[src/rtl/lfsr_descramble_lock.sv]
// lfsr_descramble_lock: self-synchronizing descrambler with lock tracking; optional bypass port via LFSR_DESCRAMBLE_BYPASS_EN
module lfsr_descramble_lock #(
  parameter int                    LFSR_WIDTH = 58,
  parameter logic [LFSR_WIDTH-1:0] LFSR_POLY  = 58'h8000000001,
  parameter logic [LFSR_WIDTH-1:0] LFSR_INIT  = {LFSR_WIDTH{1'b1}},
  parameter int                    REVERSE    = 1,
  parameter int                    DATA_WIDTH = 8
) (
  input  logic                  clk,
  input  logic                  rst_n,
  input  logic [DATA_WIDTH-1:0] data_in,
  input  logic                  data_in_valid,
  input  logic                  resync,
`ifdef LFSR_DESCRAMBLE_BYPASS_EN
  input  logic                  bypass,
`endif
  output logic [DATA_WIDTH-1:0] data_out,
  output logic                  data_out_valid,
  output logic                  data_out_locked
);
  localparam int W  = LFSR_WIDTH;
  localparam int DW = DATA_WIDTH;
  localparam int CW = $clog2(W + DW + 1);
  // state bit j holds the bit received j+1 bits ago, so tap x^i reads s[i-1] and x^W reads s[W-1]
  localparam logic [W-1:0] TAPS = (LFSR_POLY >> 1) | (LFSR_POLY << (W - 1));
  logic [W-1:0]  state_q, state_d, s;
  logic [DW-1:0] data_q, data_d, src, acc, rev_in, rev_acc, desc;
  logic [CW-1:0] cnt_q, cnt_d, base, sum;
  logic          valid_q, locked_q, locked_d, t;
  logic          byp;
`ifdef LFSR_DESCRAMBLE_BYPASS_EN
  assign byp = bypass;
`else
  assign byp = 1'b0;
`endif
  assign rev_in  = {<<{data_in}};
  assign rev_acc = {<<{acc}};
  // serial bit-by-bit unrolled descrambler: one XOR network over {data_in, state}
  always_comb begin
    s   = state_q;
    src = (REVERSE != 0) ? data_in : rev_in;
    acc = '0;
    t   = 1'b0;
    for (int b = 0; b < DW; b++) begin
      t   = src[0] ^ (^(s & TAPS));
      acc = (acc >> 1) | (DW'(t) << (DW - 1));
      s   = (s << 1) | W'(src[0]);
      src = src >> 1;
    end
  end
  assign desc    = (REVERSE != 0) ? acc : rev_acc;
  assign state_d = data_in_valid ? s : state_q;
  assign data_d  = data_in_valid ? (byp ? data_in : desc) : data_q;
  // lock counter: resync restarts from zero, saturates at the state length
  always_comb begin
    base     = resync ? '0 : cnt_q;
    sum      = base + CW'(DW);
    cnt_d    = data_in_valid ? ((sum > CW'(W)) ? CW'(W) : sum) : base;
    locked_d = data_in_valid ? (base >= CW'(W)) : locked_q;
  end
  // registered outputs, state and counter
  always_ff @(posedge clk or negedge rst_n) begin
    if (!rst_n) begin
      state_q  <= LFSR_INIT;
      data_q   <= '0;
      valid_q  <= 1'b0;
      locked_q <= 1'b0;
      cnt_q    <= '0;
    end else begin
      state_q  <= state_d;
      data_q   <= data_d;
      valid_q  <= data_in_valid;
      locked_q <= locked_d;
      cnt_q    <= cnt_d;
    end
  end
  assign data_out        = data_q;
  assign data_out_valid  = valid_q;
  assign data_out_locked = locked_q;
endmodule

[config.mk]
export PLATFORM = sky130hd
export DESIGN_NAME = lfsr_descramble_lock
export DESIGN_NICKNAME = d
export VERILOG_FILES = /design/src/rtl/lfsr_descramble_lock.sv
export SDC_FILE = /design/constraint.sdc
export NUM_CORES = 1
export LEC_CHECK = 0
export ABC_CLOCK_PERIOD_IN_PS = 2200
export CORE_AREA = 8 8 93 95
export CTS_BUF_LIST = sky130_fd_sc_hd__clkbuf_4
export CTS_CLUSTER_SIZE = 20
export DETAILED_ROUTE_END_ITERATION = 16
export DIE_AREA = 0 0 101 103
export PLACE_DENSITY = 0.72
export REMOVE_ABC_BUFFERS = 1
export SYNTH_ARGS = -nofsm -noshare
export SYNTH_HDL_FRONTEND = slang
export SYNTH_SLANG_ARGS = --single-unit
[constraint.sdc]
create_clock -name clk -period 2.2 [get_ports clk]
set_input_delay 0.44 -clock clk [delete_from_list [all_inputs] [get_ports clk]]
set_output_delay 0.44 -clock clk [all_outputs]
set_load 0.05 [all_outputs]
==> results.md <==
- Status: finished clean
- Total power: between 3 and 4 mW
- Final Cell Area: 0.003576 mm²
- Finished Layout Cells: 335
- Worst setup margin: 175.2 ps
- Max-Cap Viols: 0
- Util after Layout: 50.11%
- Setup Buffers After CTS: 0
- CP arrival: 1580 ps
- Crit path cell chain: clkdlybuf4s50_1
- TritonCTS Buffers: 9
- Period utilisation layout: 92.04%
- Synth warnings: 0
- Max Used Layer: met4
- H-tree Lvls: 3
- Number of global-route vias before repair: 1,630
- Post-synth top area share: 48.74%
- RSZ-0062 raised after global routing: no
- HPWL after DPL: roughly 2900 µm
- Clock Skew: 16.59 ps
- Clk buf depth: 2
- Drt pass-1 iters: 4
- Clock Root Buffer: clkbuf_4
- Worst skew pair latency: approximately 410 ps
- Buffers & Inverters on Critical Path: 1
- Sequential share of the synthesized area: between 60% and 70%
- Slowest cell delay on critical path: 800 ps
- Relative slew margins: between 60% and 70%
- WHS: between 40 and 50 ps
- Area grow syn2layout: 14.37%
- Critical path class: flop to output port
- Number of cell rows: 31
- Initial Util: approximately 44%
- Clock sinks: 75
- Pre-CTS setup slack: 36.13 ps
- DR WL/cell: 13.62 µm
- DR vias: 1,614
- Worst min path class: input port to asynchronous set/reset pin
- Pwr/cell area: 1078 mW/mm²
- Final setup violation count: 0
- Actual slew at the worst max-slew pin: around 500 ps
- Final Max Slew Viols: 0
- Initial antenna violation count: 0
- Buffers on Ports: 21
- Vias per cell: 4.818
- Layout cells sized above 1: a little over three fifths
- WL met1: 2150 µm
- Largest cells by area after synthesis: dfstp_2, mux2_2, dfrtp_1
- Critical path launch point type: flop
- Placed Cells incl. Taps: 319
- Fmax: 0.4939 GHz
- Required time of the worst setup path: 1760 ps
- First-pass GRT wire length: approximately 8000 µm
- ANT nets after route: 0
- Fillers: 640
- Area post-placement: roughly 0.0035 mm²
- Synth Area per Inst: 15.40 µm²
- Hold Violations, Final: 0
- Minimum clock period: 2025 ps
- Core ar.: 0.007137 mm²
- Maximum vdd drop: roughly 0.65 mV
- Post-Syn Area: 0.003127 mm²
- CTS resizes: 0
- GR Overflow Total: 0
- Hold Buf Count CTS: 0
- Clk pin slew, worst setup/hold paths: 120 ps
- CTS tree: built
- Starting DRT DRC Count: 82
- WL met2: 2115 µm
- Die W: 101 µm
- Total GRT Usage: 9.951%
- Post-synth top area cell: dfstp_2
- Yosys cell types: 25
- Worst path top cell family by delay: buffers and inverters
- Routed wl met3: 234 µm
- Detailed Route WL: 4563 µm
- Crit. End Element: output port
- DIE HEIGHT: 103 µm
- CP max FO: 2
- Die area: 0.01040 mm²
- Gpl congestion: 0.7792
- Setup TNS: 0 ps
- Yosys reg bits: 75
- ANT cells: 0
- P_leak: roughly 1.4 nW
- Nets: about 250
- I/O pins: 22
- Slowest-stage cell, CP: clkdlybuf4s50_1
- Synthesized instance count: 203
- DRC Markers: 0
- Largest net degree at the start of global routing: 81
==> cell usage in the layout (no fill, tap or decap), drive strengths merged <==
master         count
xor2               1
dfstp             58
ha                 2
xnor2             17
clkdlybuf4s50     19
o21a               2
nand3              1
nor2b              3
nand4              2
inv                2
nand2              6
a22o               1
nor2               2
nand2b             2
or3                1
o21ai              3
buf                7
mux2              66
o211ai             1
a41oi              2
nor4b              1
clkinv             4
a21oi              3
clkinvlp           2
o22a               1
dfrtp             17
clkbuf            10
==> registers in the layout, indices dropped and copies added (netlist names) <==
signal	count
cnt_q	7
data_out	8
state_q	58
data_out_locked	1
data_out_valid	1
==> Yosys cell counts <==
master	instances
inv_1	2
a41oi_1	2
xor2_1	1
mux2_2	66
nand3_1	1
nor2_1	2
a21oi_1	3
nand2b_1	1
nand2b_4	1
or3_4	1
o21ai_0	2
nand2_1	6
o22a_2	1
a22o_1	1
nand4_1	2
dfstp_2	58
xnor2_1	17
o211ai_1	1
nor2b_1	3
ha_1	2
nor4b_1	1
buf_2	9
dfrtp_1	17
o21ai_2	1
o21a_1	2
==> power breakdown <==
group | switching [mW] | internal [mW] | leakage (nW)
clock network | 0.441 | 0.234 | 0.0573
registers | 0.197 | 1.92 | 0.820
logic | 0.520 | 0.542 | 0.506
==> kinds of logic after synthesis <==
family | Yosys count | synth area share, %
AOI/OAI and AO/OA | 13 | 2.961
xor gates and xnor gates | 18 | 5.042
adders and majority gates | 2 | 0.8002
buffers and inverters | 11 | 1.681
DFF | 75 | 62.34
muxes | 66 | 23.77
and+or+nand+nor | 18 | 3.401
==> layout make-up <==
type	count	area [µm²]	area share, %
timing repair buffer	26	262.8	7.348
inverter	2	7.507	0.2099
tap	99	123.9	3.464
multi-input combinational	117	1125	31.46
sequential	75	1949	54.51
clock inverter	6	32.53	0.9097
clock buffer	10	75.07	2.099
==> worst paths after layout <==
kind	from	endpoint	slack, ps	cells after the start
max	data_out_locked	data_out_locked	180	1
min in group clk	data_in_valid	data_out_valid	460	2
max reg2reg	cnt_q[4]	cnt_q[4]	540	6
min reg2reg	data_out[5]	data_out[5]	520	1
min	rst_n	cnt_q[0]	40	2
max in group asynchronous	rst_n	state_q[32]	1800	2
==> layer usage <==
layer | vias to the layer above | track usage (%)
met4 | 0 | 5.155
met1 | 808 | 12.99
met2 | 32 | 13.96
li1 | 769 | -
met3 | 5 | 3.849
met5 | - | 0
(Power assumes the default switching activity.)
